### src/rtl/ddr_des_align.sv
// ddr_des_align: DDR sample deserializer with bit-slip word alignment on a training pattern.
// Optional lock-loss detection is compiled in with DDR_DES_ALIGN_LOSS_DET_EN.
module ddr_des_align #(
  parameter int WORD_WIDTH = 10,
  parameter int IN_WIDTH = 2,
  parameter logic [WORD_WIDTH-1:0] SYNC_PATTERN = 10'b0101111100,
  parameter int LOCK_COUNT = 4,
  parameter int SYNC_TIMEOUT = 256
) (
  input  logic                          CLK,
  input  logic                          RST,
  input  logic [IN_WIDTH-1:0]           IN,
  input  logic                          RESYNC,
  output logic [WORD_WIDTH-1:0]         DATA,
  output logic                          DATA_VALID,
  output logic                          LOCKED,
  output logic [$clog2(WORD_WIDTH)-1:0] OFFSET,
  output logic [7:0]                    LOSS_CNT
);
  localparam int HW = 2 * WORD_WIDTH;
  localparam int RATIO = WORD_WIDTH / IN_WIDTH;
  localparam int PW = RATIO > 1 ? $clog2(RATIO) : 1;
  localparam int OW = $clog2(WORD_WIDTH);
  localparam int CW = $clog2(LOCK_COUNT + 1);
  if (WORD_WIDTH % IN_WIDTH != 0 || WORD_WIDTH < 2 || LOCK_COUNT < 1 || SYNC_TIMEOUT < 1) begin : g_param_err
    $error("ddr_des_align: illegal parameter combination");
  end
  typedef enum logic [1:0] {S_SEARCH, S_VERIFY, S_LOCKED} state_e;
  state_e state_q, state_d;
  logic [HW-1:0] hist_q, hist_d;
  logic [PW-1:0] ph_q, ph_d;
  logic [CW-1:0] cnt_q, cnt_d;
  logic [OW-1:0] offset_q, offset_d;
  logic [WORD_WIDTH-1:0] data_q, data_d, word;
  logic dv_q, dv_d, locked_q, locked_d, bnd, match;
`ifdef DDR_DES_ALIGN_LOSS_DET_EN
  localparam int GW = $clog2(SYNC_TIMEOUT + 1);
  logic [GW-1:0] gap_q, gap_d;
  logic [7:0] loss_q, loss_d;
  logic timeout;
  assign LOSS_CNT = loss_q;
`else
  assign LOSS_CNT = 8'd0;
`endif
  assign bnd = ph_q == PW'(RATIO - 1);
  assign word = hist_q[offset_q +: WORD_WIDTH];
  assign match = bnd && word == SYNC_PATTERN;
  always_comb begin
    hist_d = {hist_q[HW-IN_WIDTH-1:0], IN};
    ph_d = bnd ? '0 : ph_q + 1'b1;
    state_d = state_q;
    cnt_d = cnt_q;
    offset_d = offset_q;
    data_d = data_q;
    dv_d = 1'b0;
`ifdef DDR_DES_ALIGN_LOSS_DET_EN
    gap_d = gap_q;
    loss_d = loss_q;
    timeout = gap_q >= GW'(SYNC_TIMEOUT);
`endif
    if (RESYNC) begin
      state_d = S_SEARCH;
      cnt_d = '0;
`ifdef DDR_DES_ALIGN_LOSS_DET_EN
      gap_d = '0;
`endif
    end else if (bnd && state_q == S_LOCKED) begin
`ifdef DDR_DES_ALIGN_LOSS_DET_EN
      // the word that would exceed the sync gap is discarded and drops lock
      gap_d = match || timeout ? '0 : gap_q + 1'b1;
      state_d = !match && timeout ? S_SEARCH : S_LOCKED;
      loss_d = !match && timeout ? loss_q + 8'(loss_q != 8'hFF) : loss_q;
      dv_d = !match && !timeout;
`else
      dv_d = !match;
`endif
      data_d = dv_d ? word : data_q;
    end else if (match) begin
      cnt_d = cnt_q + 1'b1;
      state_d = cnt_q + 1'b1 == CW'(LOCK_COUNT) ? S_LOCKED : S_VERIFY;
    end else if (bnd) begin
      offset_d = offset_q == OW'(WORD_WIDTH - 1) ? '0 : offset_q + 1'b1;
      cnt_d = '0;
      state_d = S_SEARCH;
    end
    locked_d = state_d == S_LOCKED;
  end
  always_ff @(posedge CLK or posedge RST) begin
    if (RST) begin
      state_q <= S_SEARCH;
      hist_q <= '0;
      ph_q <= '0;
      cnt_q <= '0;
      offset_q <= '0;
      data_q <= '0;
      dv_q <= 1'b0;
      locked_q <= 1'b0;
`ifdef DDR_DES_ALIGN_LOSS_DET_EN
      gap_q <= '0;
      loss_q <= '0;
`endif
    end else begin
      state_q <= state_d;
      hist_q <= hist_d;
      ph_q <= ph_d;
      cnt_q <= cnt_d;
      offset_q <= offset_d;
      data_q <= data_d;
      dv_q <= dv_d;
      locked_q <= locked_d;
`ifdef DDR_DES_ALIGN_LOSS_DET_EN
      gap_q <= gap_d;
      loss_q <= loss_d;
`endif
    end
  end
  assign DATA = data_q;
  assign DATA_VALID = dv_q;
  assign LOCKED = locked_q;
  assign OFFSET = offset_q;
endmodule

### config.mk
export PLATFORM = sky130hd
export DESIGN_NAME = ddr_des_align
export DESIGN_NICKNAME = d
export VERILOG_FILES = /design/src/rtl/ddr_des_align.sv
export SDC_FILE = /design/constraint.sdc
export NUM_CORES = 1
export LEC_CHECK = 0
export CORE_MARGIN = 3
export CORE_UTILIZATION = 40
export DETAILED_ROUTE_END_ITERATION = 10
export MAX_ROUTING_LAYER = met4
export PLACE_DENSITY = 0.57
export SLEW_MARGIN = 10
export SYNTH_ARGS = -nofsm -noshare
export SYNTH_HDL_FRONTEND = slang
export SYNTH_SLANG_ARGS = --single-unit
### constraint.sdc
create_clock -name CLK -period 3.9 [get_ports CLK]
set_clock_uncertainty 0.15 [all_clocks]
set_input_delay 0.585 -clock CLK [delete_from_list [all_inputs] [get_ports CLK]]
set_output_delay 0.585 -clock CLK [all_outputs]
set_load 0.01 [all_outputs]
==> impl_summary.md, run 1 <==
Die
The area of the core is 0.00603 sq mm. The floorplan step defined a die boundary enclosing 0.00731 sq mm. The floorplan step set the die height to 85.5 microns. The count of standard-cell rows is 28. The effective utilization at floorplan is 42.0%. The horizontal die dimension is 85.5 microns. In this run the count of I/O pins placed on the die edge is 29.

Setup path
Setup slack on the worst reg-to-reg path comes out at 0.49 ns. The capturing point of the worst reg2reg path is DATA[6]. The critical path goes through clkinv_1, nand3_1, nand3_1, or4_4, a2111oi_4, or4_4, mux2_1. The launch point of the worst path is OFFSET[3]. The path type of the worst setup path is reg2reg. The depth of the critical timing path with buffers and inverters included is 7. The number of cells on the worst reg-to-reg path is 7. The slowest stage of the critical path belongs to the cell dfrtp_1. The kind of cell with the highest combined delay along the critical path is simple AND/OR/NAND/NOR gates. The required time at the worst-slack endpoint is 3.93 ns.

The type of destination of the critical path is a register. The worst setup path endpoint is DATA[6]. The data arrival at the endpoint of the critical path is 3.45 ns. The category of the worst setup path launch point is a register.

The delay of the slowest cell on the worst path is 0.91 ns. Counting both buffers and inverters, the worst setup path holds a total of 1. In this run the worst path has a maximum fanout of 24. The worst register-to-register path begins at OFFSET[3].

CTS
The cts-stage hold buffer count is 0. The post-CTS setup repair buffer count is 0. The TritonCTS clock tree is built. Gates resized during post-CTS repair numbered 0. The clock buffer count from CTS is 5. The clock reaches the later pin of the worst-skew pair after 0.30 ns. Clock-pin slew was measured on the worst setup and hold paths at 0.09 ns. Clock tree synthesis found a total of 44 sinks. The number of H-tree levels is 2.

The longest clock path from root to sink contains 2 buffers. The tree is rooted in a clkbuf_8.

Min path
The worst hold path passes through 0 cells. The path class of the tightest hold or removal check is reg2reg.

Timing
The slew of the pin with the lowest slew margin is 0.891 ns. The portion of the clock cycle consumed by the worst path in the final layout is 87.5%. Headroom to the max-slew limit came out at 40.5%. Setup repair after global routing left no endpoint under its margin.

The max-slew violation count is 0. Setup violations remaining at the end of the flow were counted as 0. The smallest clock period supported by the final layout is computed as 3.41 ns.

In the final timing run, aggregate negative setup slack is 0 ns. The count of final hold-check violations is 0. Based on the critical path, the design can be clocked at up to 0.293 GHz.

Power and ir drop
The register share of total power is 33.8%. The total internal power is 1.12 mW. Net switching is 37.5% of the power.

For this design the ratio of total power to cell area is 629 mW/mm^2. The leakage power of the design is 1.26 nW. The worst-case IR drop observed on VDD is 0.000238 V. The clock network accounts for 20.6% of the total power. The logic gate share of total power is 45.6%.

Summed over all nets, the switching power comes to 674 uW.

Finish
In the final design database the tool counted 233 nets. The most common library cell in the layout ignoring fill and taps is dfrtp_1. Cells with a size suffix above 1 make up 20.9% of the layout. The area growth from synthesis to layout is 12.8%. The final-layout fill cell count is 531.

0 antenna diodes ended up in the layout. In the layout the commonest cells are dfrtp_1, nand2_1, clkdlybuf4s50_1. The summed area of non-filler cells in the final layout is 0.00285 sq mm.

Run status
The run finished with clean final reports.

Logic synthesis
The synthesized area is 0.00253 sq mm. The Yosys warning count is 0. The average instance in the mapped netlist occupies 12.2 sq um. Synthesis inferred 44 register bits. The count of distinct cell types in the synthesized netlist is 44. After synthesis, flip-flops and latches occupy 43.5% of the total area. The number of instances in the synthesized netlist is 207.

Drt
The detailed router placed 1619 vias in this run. The violation count after the first detailed-routing iteration is 111. The final layout contains routed wiring with a total length of 4.89 mm. The first detailed-routing pass ran for 4 iterations. In the routed design, unresolved DRC markers number 0.

The via density per instance is 5.40. The detail route stage leaves a number of antenna-violating nets equal to 0. After detailed routing, the average wire length per cell comes to 16.3 microns.

Placement
After legalization and detailed placement, the total HPWL measured 3.45 mm. The number of buffers inserted by port buffering is 20. The total cell area at the placement stage is 0.00273 sq mm. At the end of routability-driven placement, the weighted congestion stood at 0.804.

Global route
The via count of the first global-routing pass was 1669. The all-layer global routing usage is 15.6%. The initial antenna violation count is 0. The overall overflow remaining after global route is 0. Entering global routing, the biggest net connects 45 pins. The first global-routing pass estimated 8.80 mm of wire.

Job
The tool flagged a number of max-cap violations equal to 0.
[routing by layer]
layer / global-route usage [%] / vias up / part of all wire [%]
li1: - / 765 / -
met1: 22.5 / 814 / 50
met2: 22.7 / 35 / 44
met3: 3.17 / 5 / 5.0
met4: 4.03 / 0 / 0.94
met5: - / - / 0
[worst reg2reg max path: cells and delay by family (launching register included)]
family	cells	cell delay, ns
buf+inv	1	0.36
compound gates	1	0.38
mux	1	0.34
flops	1	0.91
simple gates	4	1.16
[cells in the mapped netlist (all sizes together)]
| master | instances | area [sq um] |
|---|---|---|
| dfrtp | 44 | 1100 |
| nand2 | 21 | 78.8 |
| buf | 18 | 138 |
| mux2i | 16 | 198 |
| mux2 | 14 | 184 |
| mux4 | 14 | 315 |
| o21ai | 9 | 45.0 |
| nor2 | 8 | 30.0 |
| a21oi | 7 | 35.0 |
| inv | 7 | 26.3 |
| nand3 | 5 | 25.0 |
| nor2b | 5 | 31.3 |
| ha | 4 | 50.1 |
| nor3 | 4 | 20.0 |
| a22oi | 3 | 27.5 |
| clkbuf | 3 | 11.3 |
| a21o | 2 | 15.0 |
| a31oi | 2 | 12.5 |
| and2 | 2 | 12.5 |
| or4 | 2 | 22.5 |
| xor2 | 2 | 17.5 |
| a2111oi | 1 | 27.5 |
| a32oi | 1 | 8.76 |
| clkinv | 1 | 3.75 |
| conb | 1 | 3.75 |
| nand2b | 1 | 6.26 |
| nand3b | 1 | 7.51 |
| nand4 | 1 | 6.26 |
| nor3b | 1 | 7.51 |
| nor4 | 1 | 6.26 |
| nor4b | 1 | 8.76 |
| o221a | 1 | 11.3 |
| o22a | 1 | 8.76 |
| o2bb2ai | 1 | 8.76 |
| o41ai | 1 | 8.76 |
| xnor2 | 1 | 8.76 |
[final cells by class]
cell class | count | area (sq um) | area share, %
multi-input cells | 141 | 1270 | 44.7
flip-flops and latches | 44 | 1100 | 38.6
repair buffers | 24 | 230 | 8.07
well taps | 75 | 93.8 | 3.29
clock buffers | 6 | 82.6 | 2.90
clock inverters | 2 | 38.8 | 1.36
inverters | 8 | 30.0 | 1.05
[worst min path at each step]
stage | start | end
2_1_floorplan | hist_q[0] | hist_q[2]
3_3_place_gp | hist_q[0] | hist_q[2]
3_5_place_dp | hist_q[0] | hist_q[2]
4_1_cts | hist_q[0] | hist_q[2]
5_1_grt | hist_q[0] | hist_q[2]
6_report | hist_q[0] | hist_q[2]
[cell families (layout without fill, tap and decap cells)]
group,Yosys count,count (layout),synth area share (%)
other,1,8,0.148
AOI/OAI and AO/OA,29,29,8.26
adders and majority gates,4,4,1.98
xor gates and xnor gates,3,3,1.04
muxes,44,44,27.6
and+or+nand+nor,53,53,10.4
buffers and inverters,29,40,7.07
DFF,44,44,43.5
[state kept, by name, summed over array words and instances, names as in the netlist]
name	cells
hist_q	20
DATA	10
OFFSET	4
cnt_q	3
ph_q	3
state_q	2
DATA_VALID	1
LOCKED	1
[per-stage QoR]
step           cells  setup WS, ns  hold WS, ns  power [mW]  util [%]
4_1_cts          300         0.472        0.242        1.81      47.3
3_5_place_dp     292         0.484        0.231        1.43      45.3
6_report         300         0.487        0.248        1.79      47.3
5_1_grt          300         0.179        0.251        1.93      47.3
2_1_floorplan    214         0.908        0.199        1.28         -
3_3_place_gp     292         0.569        0.225        1.43      45.3
[power by group through the flow]
stage	Clock, mW	Sequential [mW]	Combinational (mW)
2_1_floorplan	0	0.535	0.749
3_3_place_gp	0	0.614	0.811
3_5_place_dp	0	0.618	0.815
4_1_cts	0.382	0.608	0.821
5_1_grt	0.404	0.626	0.901
6_report	0.370	0.606	0.818
Power figures use the tool's default switching activity.
==> run 2, diff against run 1 <==
- CAP_MARGIN: not set -> 20
==> results of run 2 <==
Final layout, timing and power as in run 1 (identical DEF).
==> run 3, diff against run 2 <==
- DONT_BUFFER_PORTS: not set -> 1
- PLACE_DENSITY: 0.57 -> 0.51
==> impl_summary.md, run 3 (synthesis gave the netlist of run 1 again) <==
CTS
The quantity of gates resized following cts is 0 (unchanged). The cts-stage hold buffer count is 0 (unchanged). The number of H-tree levels came to 2 (unchanged). The clock buffer count from CTS came to 5 (unchanged). The clock transition at the registers of the reported paths is 0.08 ns (was 0.09 ns). The clock latency on the worst-skew pair came to 0.29 ns (was 0.30 ns).

The post-CTS setup repair buffer count is 0 (unchanged). The maximum number of buffers from clock root to sink is 2 (unchanged). The total number of clock tree sinks came to 44 (unchanged). The TritonCTS clock tree was built (unchanged). The root buffer cell is clkbuf_8 (unchanged).

Die
The die height came to 85.5 microns (unchanged). The I/O pin count is 29 (unchanged). The area of the core is 0.00603 sq mm (unchanged). The horizontal die dimension is 85.5 microns (unchanged). The effective utilization at floorplan is 42.0% (unchanged). The area enclosed by the die boundary was 0.00731 sq mm (unchanged).

The count of standard-cell rows is 28 (unchanged).

Drt
The sum of routed wire length over all layers was 4.67 mm (was 4.89 mm). The met1 wire length is 2.18 mm (was 2.42 mm). The detailed-routed wire length on met3 was 246 microns (was 243 microns).

The number of DRC violations after detailed routing is 0 (unchanged). The violation count after the first detailed-routing iteration is 80 (was 111). The uppermost signal routing layer after detailed routing is met4 (unchanged). The wire length on met2 is 2.17 mm (about the same). The residual antenna-violating net count after detailed routing is 0 (unchanged). The total vias in the final route was 1566 (was 1619). The detailed-routing iteration count for the pre-antenna-repair pass is 4 (unchanged). The via density per instance is 5.55 (was 5.40).

The routed length per instance came to 16.5 microns (was 16.3 microns).

Global route
The maximum number of pins on one net before global-route repair is 45 (unchanged). The via count of the first global-routing pass is 1564 (was 1669). The overall overflow remaining after global route is 0 (unchanged).

The wire length of the first global-routing pass is 7.90 mm (was 8.80 mm). The all-layer global routing usage is 14.3% (was 15.6%). The initial antenna violation count is 0 (unchanged).

Setup path
The data arrival at the endpoint of the critical path is 3.42 ns (was 3.45 ns). The category of the worst setup path launch point is a register (unchanged). The critical-path maximum fanout is 12 (was 24). The number of cells on the worst reg-to-reg path is 8 (was 7). The launch instance of the worst register-to-register path is OFFSET[1] (was OFFSET[3]). The path type of the worst setup path was reg2reg (unchanged). The launch point of the worst path is OFFSET[1] (was OFFSET[3]).

The type of destination of the critical path is a register (unchanged). The capturing point of the worst reg2reg path is DATA[6] (unchanged). The required time at the worst-slack endpoint is 3.93 ns (about the same).

The worst setup slack for register-to-register paths was 0.51 ns (was 0.49 ns). The worst setup path endpoint was DATA[6] (unchanged).

Finish
The final-layout fill cell count was 552 (was 531). The area added between synthesis and finish is 4.21% (was 12.8%). The largest register by flop count is hist_q (unchanged). The net count of the finished layout was 215 (was 233). The number of antenna cells inserted is 0 (unchanged). The area used by sequential logic in the layout is 0.00110 sq mm (unchanged). The summed area of non-filler cells in the final layout is 0.00264 sq mm (was 0.00285 sq mm). The ratio of cells with drive above 1 in the final layout was 22.7% (was 20.9%). The multi-input combinational cell area was 0.00127 sq mm (unchanged). The most common library cell in the layout ignoring fill and taps is dfrtp_1 (unchanged).

The flip-flop count of the largest register after layout is 20 (unchanged). Leading cell types in the layout, fill and taps excluded: dfrtp_1, nand2_1, mux4_2 (was dfrtp_1, nand2_1, clkdlybuf4s50_1).

Timing
The total setup violations reported at the end of the flow is 0 (unchanged). The portion of the clock cycle consumed by the worst path in the final layout is 87.0% (was 87.5%). Setup repair after global routing missed its margin: false (unchanged). The slew of the pin with the lowest slew margin is 0.902 ns (was 0.891 ns). The minimum hold slack is 0.163 ns (was 0.248 ns). The achievable frequency came to 0.295 GHz (was 0.293 GHz). The minimum clock period after layout is 3.39 ns (was 3.41 ns). The aggregate negative setup slack came to 0 ns (unchanged). The max-slew violation count came to 0 (unchanged).

The worst-case headroom to the max-slew limit is 39.8% (was 40.5%). The setup slack of the critical path after layout is 0.505 ns (was 0.487 ns). The count of final hold-check violations is 0 (unchanged).

Run status
Status: finished, final reports clean (unchanged).

Power and ir drop
The largest vdd supply drop is 0.000219 V (was 0.000238 V). The power density of the placed cells was 640 mW/mm^2 (was 629 mW/mm^2). The leakage power of the design is 1.18 nW (was 1.26 nW).

Placement
The post-DP HPWL is 3.49 mm (was 3.45 mm). The worst slack after detailed placement is 0.524 ns (was 0.484 ns). The final weighted congestion in routability-driven placement is 0.832 (was 0.804).

The total cell area at the placement stage came to 0.00254 sq mm (was 0.00273 sq mm). The number of buffers inserted by port buffering came to 0 (was 20).

Min path
The classification of the worst-slack hold path is in2reg (was reg2reg). The startpoint of the most critical hold path is IN[0] (was hist_q[0]).

Job
The count of max-cap constraint violations was 0 (unchanged).
==> run 3: changes by cell type in the layout (fill, tap and decap cells not counted), sizes merged <==
cell	delta
clkinv	-1
clkbuf	+2
clkdlybuf4s50	-20
bufinv	-1
buf	+2
==> run 3: worst max-delay path: stages, from the launching register on <==
cell and delay (ns):
dfrtp_1 0.70, buf_4 0.29, mux4_2 0.55, a22oi_1 0.27
nor3_1 0.11, mux2i_1 0.24, a2111oi_4 0.06, or4_4 0.55
mux2_1 0.35
==> run 3: layout make-up <==
cell class                 count  area share [%]
timing repair buffer           6            1.71
tap                           75            3.56
inverter                       8            1.14
clock buffer                   8            3.42
multi-input combinational    141            48.4
sequential                    44            41.8
==> run 3: worst min path at each step <==
stage | cells after the start | end
after global placement | 0 | hist_q[3]
after global routing | 0 | hist_q[0]
final | 0 | hist_q[0]
after detailed placement | 0 | hist_q[2]
after floorplan | 0 | hist_q[2]
after CTS | 0 | hist_q[0]
==> run 3: per-stage QoR <==
step	cells	power, mW	util (%)
2_1_floorplan	214	1.28	-
3_3_place_gp	274	1.41	42.2
3_5_place_dp	274	1.41	42.2
4_1_cts	282	1.70	43.7
5_1_grt	282	1.81	43.7
6_report	282	1.69	43.7
==> run 3: metal layers <==
layer	up-vias	GRT usage, %
met5	-	-
met4	0	5.18
met3	6	4.03
met2	38	21.0
met1	791	19.0
li1	731	-
==> run 3: power breakdown <==
group | switching [mW] | internal, mW
registers | 0.123 | 0.486
logic | 0.390 | 0.399
clock network | 0.145 | 0.144
